`config.mk`:
```
export PLATFORM = sky130hd
export DESIGN_NAME = exp_renormalizer_flat
export DESIGN_NICKNAME = d
export VERILOG_FILES = /design/src/rtl/exp_renormalizer_pkg.sv /design/src/rtl/exp_renormalizer_if.sv /design/src/rtl/exp_renormalizer_lead_one_detect.sv /design/src/rtl/exp_renormalizer.sv /design/src/flat_wrapper.sv
export SDC_FILE = /design/constraint.sdc
export NUM_CORES = 1
export LEC_CHECK = 0
export ABC_AREA = 1
export CAP_MARGIN = 15
export CELL_PAD_IN_SITES_DETAIL_PLACEMENT = 2
export CELL_PAD_IN_SITES_GLOBAL_PLACEMENT = 2
export CORE_MARGIN = 1
export CORE_UTILIZATION = 34
export CTS_BUF_LIST = sky130_fd_sc_hd__clkbuf_8
export DETAILED_ROUTE_END_ITERATION = 6
export HOLD_SLACK_MARGIN = 0.06
export PLACE_DENSITY = 0.91
export SYNTH_ARGS = -nofsm -noshare
export SYNTH_HDL_FRONTEND = slang
export SYNTH_HIERARCHICAL = 1
export SYNTH_SLANG_ARGS = --single-unit
```
`constraint.sdc`:
```
create_clock -name clk -period 4.85 [get_ports clk]
set_input_delay 0.97 -clock clk [delete_from_list [all_inputs] [get_ports clk]]
set_output_delay 0.97 -clock clk [all_outputs]
set_load 0.02 [all_outputs]
```
`src/rtl/exp_renormalizer_pkg.sv`:
```
// Shared widths, derived constants and pipeline payload types for the
// exponent renormalizer on the GEMM return path.
package exp_renormalizer_pkg;

  localparam int expWidth = 4;
  localparam int sigWidth = 3;
  localparam int sumWidth = 8;

  localparam int lzcWidth       = $clog2(sumWidth);
  localparam int EXP_MAX_FINITE = (1 << expWidth) - 2;
  localparam int EXP_SAT        = (1 << expWidth) - 1;
  // Two guard bits let max_exp + P - sigWidth go negative or past EXP_SAT.
  localparam int EADJ_W         = expWidth + 2;

  typedef struct packed {
    logic                sign;
    logic [sumWidth-1:0] mag;
    logic [lzcWidth-1:0] pos;
    logic                zero;
    logic [expWidth-1:0] max_exp;
  } s1_payload_t;

  typedef struct packed {
    logic                sign;
    logic [expWidth-1:0] exponent;
    logic [sigWidth-1:0] mant;
    logic                ovf;
    logic                unf;
  } result_t;

endpackage

```
`src/rtl/exp_renormalizer_if.sv`:
```
// Input (sum + shared exponent) and output (sign/exp/mant + flags) streams
// of the renormalizer, each with its own valid/ready pair.
interface exp_renormalizer_if;
  import exp_renormalizer_pkg::*;

  logic                       in_valid;
  logic                       in_ready;
  logic [expWidth-1:0]        in_max_exp;
  logic signed [sumWidth-1:0] in_sum;

  logic                       out_valid;
  logic                       out_ready;
  logic                       out_sign;
  logic [expWidth-1:0]        out_exp;
  logic [sigWidth-1:0]        out_mant;
  logic                       out_ovf;
  logic                       out_unf;

  modport master (
    output in_valid, in_max_exp, in_sum, out_ready,
    input  in_ready, out_valid, out_sign, out_exp, out_mant, out_ovf, out_unf
  );

  modport slave (
    input  in_valid, in_max_exp, in_sum, out_ready,
    output in_ready, out_valid, out_sign, out_exp, out_mant, out_ovf, out_unf
  );

endinterface

```
`src/rtl/exp_renormalizer_lead_one_detect.sv`:
```
// Priority encoder: position of the most significant set bit of mag
// (0 when mag is zero; the zero case is flagged separately).
module exp_renormalizer_lead_one_detect
  import exp_renormalizer_pkg::*;
(
  input  logic [sumWidth-1:0] mag,
  output logic [lzcWidth-1:0] pos
);

  always_comb begin
    pos = '0;
    for (int i = 0; i < sumWidth; i++) begin
      if (mag[i]) pos = lzcWidth'(i);
    end
  end

endmodule

```
`src/rtl/exp_renormalizer.sv`:
```
// Renormalizes a signed aligned significand sum plus shared exponent into
// sign/exponent/mantissa form over a two-stage valid/ready pipeline.
module exp_renormalizer
  import exp_renormalizer_pkg::*;
(
  input  logic              clk,
  input  logic              rst_n,
  exp_renormalizer_if.slave bus
);

  localparam logic signed [EADJ_W-1:0] E_SAT = EADJ_W'(EXP_SAT);

  function automatic logic [sigWidth-1:0] shift_mant(
    input logic [sumWidth-1:0] mag,
    input logic [lzcWidth-1:0] pos
  );
    logic [sumWidth-1:0] sh;
    // Right shift truncates the bits below the mantissa (round toward zero).
    if (pos > lzcWidth'(sigWidth)) sh = mag >> (pos - lzcWidth'(sigWidth));
    else                           sh = mag << (lzcWidth'(sigWidth) - pos);
    return sh[sigWidth-1:0];
  endfunction

  function automatic logic signed [EADJ_W-1:0] adjust_exp(
    input logic [expWidth-1:0] max_exp,
    input logic [lzcWidth-1:0] pos
  );
    logic signed [EADJ_W-1:0] me;
    logic signed [EADJ_W-1:0] p;
    me = $signed({{(EADJ_W-expWidth){1'b0}}, max_exp});
    p  = $signed({{(EADJ_W-lzcWidth){1'b0}}, pos});
    return me + p - EADJ_W'(sigWidth);
  endfunction

  function automatic result_t saturate(
    input logic                     sign,
    input logic                     zero,
    input logic signed [EADJ_W-1:0] e,
    input logic [sigWidth-1:0]      mant
  );
    result_t r;
    r = '0;
    if (zero) begin
      r = '0;
    end else if (e[EADJ_W-1] || (e == '0)) begin
      r.unf = 1'b1;
    end else if (e >= E_SAT) begin
      r.sign     = sign;
      r.exponent = expWidth'(EXP_MAX_FINITE);
      r.mant     = '1;
      r.ovf      = 1'b1;
    end else begin
      r.sign     = sign;
      r.exponent = e[expWidth-1:0];
      r.mant     = mant;
    end
    return r;
  endfunction

  logic                vld_p1;
  s1_payload_t         pay_p1;
  logic                vld_p2;
  result_t             res_p2;
  logic                s1_advance;
  logic                in_ready;

  logic                sign_p0;
  logic [sumWidth-1:0] sum_u_p0;
  logic [sumWidth-1:0] mag_p0;
  logic [lzcWidth-1:0] pos_p0;

  assign s1_advance   = !vld_p2 || bus.out_ready;
  assign in_ready     = !vld_p1 || s1_advance;
  assign bus.in_ready = in_ready;

  // Stage 0 -> 1: magnitude and leading-one position
  assign sign_p0  = bus.in_sum[sumWidth-1];
  assign sum_u_p0 = bus.in_sum;
  // Unsigned magnitude keeps -2^(sumWidth-1) exact as 1 followed by zeros.
  assign mag_p0   = sign_p0 ? (~sum_u_p0 + sumWidth'(1)) : sum_u_p0;

  exp_renormalizer_lead_one_detect u_lod (
    .mag (mag_p0),
    .pos (pos_p0)
  );

  always_ff @(posedge clk) begin
    if (!rst_n)        vld_p1 <= 1'b0;
    else if (in_ready) vld_p1 <= bus.in_valid;
  end

  always_ff @(posedge clk) begin
    if (in_ready && bus.in_valid) begin
      pay_p1.sign    <= sign_p0;
      pay_p1.mag     <= mag_p0;
      pay_p1.pos     <= pos_p0;
      pay_p1.zero    <= (mag_p0 == '0);
      pay_p1.max_exp <= bus.in_max_exp;
    end
  end

  // Stage 1 -> 2: shift, exponent adjust, saturation into the output register
  always_ff @(posedge clk) begin
    if (!rst_n) begin
      vld_p2 <= 1'b0;
      res_p2 <= '0;
    end else if (s1_advance) begin
      vld_p2 <= vld_p1;
      if (vld_p1) begin
        res_p2 <= saturate(pay_p1.sign, pay_p1.zero,
                           adjust_exp(pay_p1.max_exp, pay_p1.pos),
                           shift_mant(pay_p1.mag, pay_p1.pos));
      end
    end
  end

  assign bus.out_valid = vld_p2;
  assign bus.out_sign  = res_p2.sign;
  assign bus.out_exp   = res_p2.exponent;
  assign bus.out_mant  = res_p2.mant;
  assign bus.out_ovf   = res_p2.ovf;
  assign bus.out_unf   = res_p2.unf;

endmodule

```
`src/flat_wrapper.sv`:
```
// flat-port wrapper written by rule: the top's interface ports become plain ports
module exp_renormalizer_flat import exp_renormalizer_pkg::*;
  (clk, rst_n, bus_in_valid, bus_in_max_exp, bus_in_sum, bus_out_ready, bus_in_ready, bus_out_valid, bus_out_sign, bus_out_exp, bus_out_mant, bus_out_ovf, bus_out_unf);
  exp_renormalizer_if bus_i ();
  input  logic clk;
  input  logic rst_n;
  input wire logic [$bits(bus_i.in_valid)-1:0] bus_in_valid;
  input wire logic [$bits(bus_i.in_max_exp)-1:0] bus_in_max_exp;
  input wire logic [$bits(bus_i.in_sum)-1:0] bus_in_sum;
  input wire logic [$bits(bus_i.out_ready)-1:0] bus_out_ready;
  output wire logic [$bits(bus_i.in_ready)-1:0] bus_in_ready;
  output wire logic [$bits(bus_i.out_valid)-1:0] bus_out_valid;
  output wire logic [$bits(bus_i.out_sign)-1:0] bus_out_sign;
  output wire logic [$bits(bus_i.out_exp)-1:0] bus_out_exp;
  output wire logic [$bits(bus_i.out_mant)-1:0] bus_out_mant;
  output wire logic [$bits(bus_i.out_ovf)-1:0] bus_out_ovf;
  output wire logic [$bits(bus_i.out_unf)-1:0] bus_out_unf;
  assign bus_i.in_valid = bus_in_valid;
  assign bus_i.in_max_exp = bus_in_max_exp;
  assign bus_i.in_sum = bus_in_sum;
  assign bus_i.out_ready = bus_out_ready;
  assign bus_in_ready = bus_i.in_ready;
  assign bus_out_valid = bus_i.out_valid;
  assign bus_out_sign = bus_i.out_sign;
  assign bus_out_exp = bus_i.out_exp;
  assign bus_out_mant = bus_i.out_mant;
  assign bus_out_ovf = bus_i.out_ovf;
  assign bus_out_unf = bus_i.out_unf;
  exp_renormalizer u_core (.clk(clk), .rst_n(rst_n), .bus(bus_i));
endmodule
```
==> metrics, run 1 <==
outcome complete, no violations; post-synthesis cell type count 26; FP Rows 26; core area 5070 um2; Die X 74.4 um; proportion of synthesized area in mux cells 0%; count leader, synth nand2_1; # diodes 0; Fillers 614; Fin. Hold Viols 0; area of the multi-input gates 862 um2; worst skew pair latency 0.28 ns; unrepaired setup endpoints after global routing no; met3 usage 2.98%; max-cap violations 0; M1 GR Usage 23.2%; vias after detailed routing 1,660; WS Path Type input port to output port; Syn Inst Count 234; WL final 5410 um; largest family of logic cells by synthesized area simple AND/OR/NAND/NOR gates; Synth-to-Final Area Change 23.8%; reg2reg end u_core/bus.out_mant[2]; post-DR vias/cell 4.94; Worst EP arrival 2.22 ns; 1st-iter DRT viols 58; clk_skew 0.00526 ns; Comb power frac 27.5%; total design power 0.680 mW; Final Max Tran Viols 0; GRT busiest layer met2; port bufs 27; grt ovf 0; initial antenna violation count 0; Detailed Routing Iterations Pass 1 4; Post-synth ARST share 0%; Switching Fraction 34.1%; Synth top cells by count nand2_1 (77), inv_1 (33), nand3_1 (25); GR Util met2 42.3%; # resized after CTS 0; VDD IR-drop max 150 uV; Sw Pwr 0.232 mW; Setup crit end kind output port; crit path from bus_out_ready; Placed Area 2120 um2; final setup fails 0; Cell Pwr Density 308 nW/um2; power share of the sequential group 43.2%; Hold Crit Class register to register; WL/cell 16.1 um; filler-free cell count of the finished design 336; DP Cell Count 328; startpoint types input port; Int Power 0.448 mW; mapped cell area 1780 um2; DIE HEIGHT 74.4 um; period utilization 65.7%; FF-to-FF setup slack 2.19 ns; P_leak 1.01 nW; Synth Area in Adders 8.13%; CP required 3.88 ns; Worst Hold Launch u_core/bus.out_sign; all-layer global routing usage 21.4%; clock sink total 29; Synth top area share 28.6%; maximum clock frequency 0.314 GHz; CTS tree built; top_reg_cell synth edfxtp_1; largest net degree at the start of global routing 18; Remaining DRCs 0; worst r2r src u_core/pay_p1[5]; placer congestion estimate 0.784; H-Tree Depth 2; xor-xnor portion of the synthesized cell area 2.45%; Setup TNS 0 ns; post-layout min period 3.19 ns; critical path's largest stage delay 0.63 ns; final instance area 2210 um2; Worst Setup EP bus_in_ready; post-synth top area cell edfxtp_1; register area 751 um2; Post-CTS Setup Bufs 0; CTS Buf Count 5; Max clock buf depth 2; Synth Area in Simple Gates 30.7%; Root Buffer clkbuf_8; slew of the pin with the lowest slew margin 0.727 ns; num ports 28; relative slew slack 51.5%; CP max-delay cell clkdlybuf4s50_1; Synth Area in Compound Gates 7.01%; synthesis-stage register bit count 29; Max Fanout on Critical Path 3; antenna-violating nets left 0; Total Nets Final 292; dpl hpwl 4290 um; clock power share 29.3%; number of synthesized flops with an enable pin 17; CTS Hold Bufs 0; cell mode on critical path clkdlybuf4s50_1; Initial Util 35.2%; yosys warns 6; top area cells in the synthesized netlist edfxtp_1 (29%), nand2_1 (16%), dfxtp_1 (13%); layout cells sized above 1 10.2%; Syn Area/Cell 7.62 um2; Worst Reg-to-Reg Cells 14; sequential share of the synthesized area 42.1%; vias in the first global route 1,858; CP Cell Sequence clkdlybuf4s50_1, inv_1, nand3_1, clkdlybuf4s50_1; Syn Nets 261; CTS clock-pin slew for the worst setup and hold paths 0.07 ns; die area 5540 um2; first-pass GRT wire length 8760 um
final cells by class:
cell class / instances / share of cell area [%]
sequential: 29 / 34.0
clock buffer: 5 / 3.12
tap: 70 / 3.97
clock inverter: 3 / 0.737
timing repair buffer: 27 / 12.2
multi-input combinational: 162 / 39.0
inverter: 40 / 6.91
cells in the final DEF, fill, tap and decap left out, drive strengths merged:
cell type	n
nand4	3
xor2	5
o21ai	2
nand2	79
nand3b	1
clkdlybuf4s50	27
clkinv	2
nor2	13
clkbuf	5
a21boi	1
a21oi	15
a31oi	1
fa	1
nand3	28
nor4	1
inv	41
nor3	1
ha	10
edfxtp	17
dfxtp	12
o211ai	1
sequential cells by signal, summed over array words and instances (netlist names):
register / flops
u_core/pay_p1: 17
u_core/bus.out_valid: 1
u_core/vld_p1: 1
u_core/bus.out_unf: 1
u_core/bus.out_exp: 4
u_core/bus.out_ovf: 1
u_core/bus.out_sign: 1
u_core/bus.out_mant: 3
worst min-delay path by stage:
| stage | depth (start not counted) | to | slack, ns |
|---|---|---|---|
| finish | 2 | u_core/bus.out_sign | 0.48 |
| detailed placement | 2 | u_core/bus.out_sign | 0.47 |
| global route | 2 | u_core/bus.out_sign | 0.50 |
| CTS | 2 | u_core/bus.out_sign | 0.49 |
| floorplan | 2 | u_core/bus.out_sign | 0.48 |
| global placement | 2 | u_core/bus.out_unf | 0.46 |
through the flow:
stage                     hold slack (ns)  setup WS, ns  utilization, %
after detailed placement            0.468          1.66            41.8
final                               0.481          1.66            43.5
after global placement              0.455          1.71            41.8
after floorplan                     0.475          2.66               -
after global routing                0.503          1.60            43.5
after CTS                           0.487          1.66            43.5
layer usage:
metal / up-vias / wire, um
li1: 807 / -
met1: 823 / 2220
met2: 24 / 3030
met3: 6 / 103
met4: 0 / 61
met5: - / 0
cell families after synthesis:
logic type | count (synthesis)
buffers and inverters | 43
AOI/OAI and AO/OA | 20
DFF | 29
and+or+nand+nor | 126
xor gates and xnor gates | 5
adders and majority gates | 11
power groups by stage:
stage | registers (mW) | logic [mW] | clock network, mW
global placement | 0.297 | 0.173 | 0
global route | 0.295 | 0.211 | 0.214
detailed placement | 0.299 | 0.186 | 0
floorplan | 0.299 | 0.118 | 0
CTS | 0.294 | 0.190 | 0.203
finish | 0.294 | 0.187 | 0.199
worst max-delay path: cells and delay by family:
| family | cells | cell delay (ns) |
|---|---|---|
| AND/OR/NAND/NOR | 1 | 0.11 |
| buffers and inverters | 3 | 1.14 |
Note: power is estimated with default switching activity, not from simulation.
==> inputs of run 2 (changes only) <==
--- a/config.mk
+++ b/config.mk
@@ -10,11 +10,11 @@
 export CELL_PAD_IN_SITES_DETAIL_PLACEMENT = 2
 export CELL_PAD_IN_SITES_GLOBAL_PLACEMENT = 2
 export CORE_MARGIN = 1
-export CORE_UTILIZATION = 34
+export CORE_UTILIZATION = 32
 export CTS_BUF_LIST = sky130_fd_sc_hd__clkbuf_8
 export DETAILED_ROUTE_END_ITERATION = 6
 export HOLD_SLACK_MARGIN = 0.06
-export PLACE_DENSITY = 0.91
+export PLACE_DENSITY = 0.87
 export SYNTH_ARGS = -nofsm -noshare
 export SYNTH_HDL_FRONTEND = slang
 export SYNTH_HIERARCHICAL = 1
==> constraint.sdc (replaced) <==
create_clock -name clk -period 3 [get_ports clk]
set_input_delay 0.6 -clock clk [delete_from_list [all_inputs] [get_ports clk]]
set_output_delay 0.6 -clock clk [all_outputs]
set_load 0.02 [all_outputs]
==> run 2 against run 1 <==
Compared with the run above:
- clock power up 110%
- clock skew is 0.0034 ns higher
- wire length shrank 4.2%
- non-clock buffer count rose by 2
==> metrics, run 2 (synthesis gave the netlist of run 1 again) <==
outcome complete, no violations; commonest non-fill, non-tap cell in the layout nand2_1; startpoint types register; Final Max Tran Viols 0; area of the multi-input gates 862 um2; first-pass GRT wire length 8870 um; # resized after CTS 0; 1st-iter DRT viols 61; dpl hpwl 4210 um; max-cap violations 0; Detailed Routing Iterations Pass 1 4; CTS Buf Count 5; core area 5240 um2; WS Path Type register to register; Synth-to-Final Area Change 26.4%; Max Fanout on Critical Path 7; Max clock buf depth 2; maximum clock frequency 0.408 GHz; Setup TNS 0 ns; Post-CTS Setup Bufs 0; FP Rows 26; layout cells sized above 1 10.4%; initial antenna violation count 0; register area 751 um2; antenna-violating nets left 0; placer congestion estimate 0.771; WL final 5180 um; Setup crit end kind register; relative slew slack 52.1%; VDD IR-drop max 227 uV; Root Buffer clkbuf_8; port bufs 27; vias after detailed routing 1,663; Hold Crit Class register to register; unrepaired setup endpoints after global routing no; Die X 76.7 um; P_leak 1.03 nW; CTS Hold Bufs 0; max reg flops 17; vias in the first global route 1,883; most frequent cells in the layout nand2_1 (77), inv_1 (34), clkdlybuf4s50_1 (27); clk_skew 0.00862 ns; Cell Pwr Density 529 nW/um2; Initial Util 34.1%; DIE HEIGHT 76.7 um; post-DR vias/cell 4.92; WL/cell 15.3 um; Fin. Hold Viols 0; Worst EP arrival 2.65 ns; Total Nets Final 294; largest net degree at the start of global routing 18; grt ovf 0; largest reg by FF count u_core/pay_p1; all-layer global routing usage 19.1%; H-Tree Depth 2; clock sink total 29; CTS tree built; CP required 3.20 ns; Finished Core Util 43.0%; post-layout min period 2.45 ns; # diodes 0; period utilization 81.8%; Fillers 599; final setup fails 0; slew of the pin with the lowest slew margin 0.718 ns; CTS clock-pin slew for the worst setup and hold paths 0.07 ns; FF-to-FF setup slack 0.55 ns; num ports 28; Remaining DRCs 0; worst skew pair latency 0.28 ns; die area 5880 um2
==> run 2: where the power goes <==
part | leakage [nW] | internal (mW) | total [mW] | switching (mW)
logic | 0.703 | 0.114 | 0.308 | 0.193
registers | 0.263 | 0.453 | 0.470 | 0.0175
clock network | 0.0626 | 0.267 | 0.415 | 0.148
==> run 2: worst paths after layout <==
| check | from | to | cells past startpoint |
|---|---|---|---|
| setup / recovery | u_core/pay_p1[6] | u_core/bus.out_mant[1] | 11 |
| hold reg to reg | u_core/bus.out_ovf | u_core/bus.out_ovf | 2 |
| hold / removal | u_core/bus.out_ovf | u_core/bus.out_ovf | 2 |
| setup reg to reg | u_core/pay_p1[6] | u_core/bus.out_mant[1] | 11 |
==> run 2: area by class of cell <==
class / count / share of cell area, %
Tap cell: 70 / 3.88
Clock buffer: 6 / 3.66
Timing Repair Buffer: 29 / 12.7
Clock inverter: 2 / 1.50
Inverter: 40 / 6.77
Multi-Input combinational cell: 162 / 38.2
Sequential cell: 29 / 33.3
==> run 2: stage by stage <==
step | worst slack (ns) | total power [mW] | hold slack [ns] | cell area, um2 | cells
after floorplan | 0.822 | 0.675 | 0.475 | 1780 | 234
after global placement | 0.596 | 0.766 | 0.455 | 2140 | 330
after detailed placement | 0.493 | 0.786 | 0.467 | 2140 | 330
after CTS | 0.540 | 1.21 | 0.478 | 2250 | 338
after global routing | 0.371 | 1.27 | 0.490 | 2250 | 338
final | 0.547 | 1.19 | 0.476 | 2250 | 338
==> run 2: critical path, stage by stage, from the launching register on <==
cell,delay [ns]
edfxtp_1,0.50
ha_1,0.32
ha_1,0.23
fa_1,0.53
nand2_1,0.06
nor2_1,0.10
nand2_1,0.09
nand3_2,0.11
nand2_2,0.10
nand3_1,0.13
nand2_1,0.07
a21oi_1,0.14
==> run 2: per-layer routing <==
layer,wire length [um],global-route usage [%],vias to the layer above,share of wire (%)
li1,-,-,815,-
met1,2200,21.5,817,43
met2,2840,37.0,29,55
met3,109,2.98,2,2.1
met4,27,4.62,0,0.52
met5,0,0,-,0
==> inputs of run 3 (changes only) <==
==> constraint.sdc (replaced) <==
create_clock -name clk -period 2.5 [get_ports clk]
set_input_delay 0.5 -clock clk [delete_from_list [all_inputs] [get_ports clk]]
set_output_delay 0.5 -clock clk [all_outputs]
set_load 0.02 [all_outputs]
==> run 3 against run 2 <==
Compared with the run above:
- first-iteration DRC count fell by 9.8%
- fmax rose by 3.9%
- non-clock buffer count rose by 5
- combinational power rose by 25%
- sequential power rose by 19%
- critical endpoint is now u_core/bus.out_exp[0]
- highest routed layer unchanged
==> metrics, run 3 (synthesis gave the netlist of run 1 again) <==
P_leak 1.05 nW; clk_skew 0.00584 ns; Fillers 613; Fin. Hold Viols 0; WS Path Type register to register; FF-to-FF setup slack 0.14 ns; power share of the sequential group 38.3%; maximum clock frequency 0.423 GHz; reg2reg end u_core/bus.out_exp[0]; CTS clock-pin slew for the worst setup and hold paths 0.07 ns; H-Tree Depth 2; CP required 2.66 ns; Switching Fraction 30.9%; Max Fanout on Critical Path 8; post-DR vias/cell 4.87; CTS Buf Count 5; Initial Util 34.1%; startpoint types register; layout cells sized above 1 12.5%; CTS tree built; vias after detailed routing 1,669; Worst Hold Launch u_core/bus.out_sign; Comb power frac 26.3%; max reg flops 17; WL final 5350 um; initial antenna violation count 0; Int Power 1.01 mW; antenna-violating nets left 0; port bufs 27; vias in the first global route 1,822; unrepaired setup endpoints after global routing no; CTS Hold Bufs 0; Detailed Routing Iterations Pass 1 4; Worst Reg-to-Reg Cells 11; Setup crit end kind register; VDD IR-drop max 265 uV; dpl hpwl 3970 um; Cell Pwr Density 637 nW/um2; Hold Crit Depth 2; outcome complete, no violations; hold endpoint u_core/bus.out_sign; FP Rows 26; 1st-iter DRT viols 55; WL/cell 15.6 um; grt ovf 0; clock power share 35.4%; worst r2r src u_core/pay_p1[6]; relative slew slack 70.3%; Remaining DRCs 0; Sw Pwr 0.453 mW; period utilization 94.5%; Final Max Tran Viols 0; Total Nets Final 299; commonest non-fill, non-tap cell in the layout nand2_1; max-cap violations 0; clock sink total 29; core area 5240 um2; Final Hold Slack 0.472 ns; all-layer global routing usage 19.2%; final setup fails 0; post-layout min period 2.36 ns; worst skew pair latency 0.28 ns; num ports 28; DIE HEIGHT 76.7 um; Die X 76.7 um; Synth-to-Final Area Change 28.8%; Setup TNS 0 ns; Hold Crit Class register to register; die area 5880 um2; # diodes 0; Root Buffer clkbuf_8; Max clock buf depth 2; placer congestion estimate 0.768; most frequent cells in the layout nand2_1 (77), inv_1 (33), clkdlybuf4s50_1 (27); largest net degree at the start of global routing 18; first-pass GRT wire length 8760 um; slew of the pin with the lowest slew margin 0.445 ns; Worst EP arrival 2.52 ns; largest reg by FF count u_core/pay_p1
## run 3: cell types whose count changed in the layout (fill, tap and decap cells not counted), sizes merged
cell,previous run,this run
buf,2,7
clkinvlp,0,1
inv,41,40
## run 3: critical path: stages, from the launching register on
cell	delay, ns
edfxtp_1	0.40
ha_1	0.30
ha_1	0.22
fa_1	0.45
inv_1	0.10
nand3_1	0.09
nor2_2	0.16
nand3_2	0.14
nand3_2	0.12
inv_4	0.07
a21boi_2	0.13
nor2_1	0.05
## run 3: worst max-delay path by stage
stage / start / end / cells past startpoint
finish: u_core/pay_p1[6] / u_core/bus.out_exp[0] / 11
global route: u_core/pay_p1[5] / u_core/bus.out_exp[0] / 13
CTS: u_core/pay_p1[5] / u_core/bus.out_exp[0] / 13
detailed placement: bus_in_sum[0] / u_core/pay_p1[6] / 9
global placement: bus_in_sum[0] / u_core/pay_p1[4] / 9
floorplan: u_core/pay_p1[6] / u_core/bus.out_exp[0] / 11
## run 3: metrics by stage
stage                     utilization [%]  setup slack (ns)  total power [mW]  cell area [um2]  std cells
after floorplan                         -             0.322             0.810             1780        234
after global placement               41.3             0.197             0.924             2160        333
after detailed placement             41.3             0.126             0.942             2160        333
after CTS                            43.5             0.105              1.47             2280        341
after global routing                 43.9            0.0178              1.55             2300        343
final                                43.9             0.139              1.46             2300        343
## run 3: routing by layer
| layer | up-vias | track usage [%] | part of all wire, % |
|---|---|---|---|
| li1 | 824 | - | - |
| met1 | 818 | 22.4 | 44 |
| met2 | 23 | 35.4 | 53 |
| met3 | 4 | 3.57 | 2.2 |
| met4 | 0 | 5.58 | 0.90 |
| met5 | - | 0 | 0 |
## run 3: power by group through the flow
stage | logic [mW] | clock network [mW] | registers [mW]
final | 0.386 | 0.518 | 0.561
after CTS | 0.385 | 0.526 | 0.560
after global routing | 0.431 | 0.551 | 0.564
after global placement | 0.356 | 0 | 0.568
after detailed placement | 0.372 | 0 | 0.571
after floorplan | 0.230 | 0 | 0.580
## run 3: area by class of cell
type | instances | area (um2) | area share (%)
timing repair buffer | 34 | 323 | 14.0
multi-input combinational | 162 | 862 | 37.5
clock inverter | 2 | 37.5 | 1.63
tap | 70 | 87.6 | 3.81
inverter | 40 | 155 | 6.75
clock buffer | 6 | 82.6 | 3.59
sequential | 29 | 751 | 32.7
## run 3: what timing repair did
action | CTS | global route
endpoints found under the hold margin | 0 | 0
setup endpoints to repair | 0 | 6
buffers inserted | 0 | 2
gates resized for setup | 0 | 1
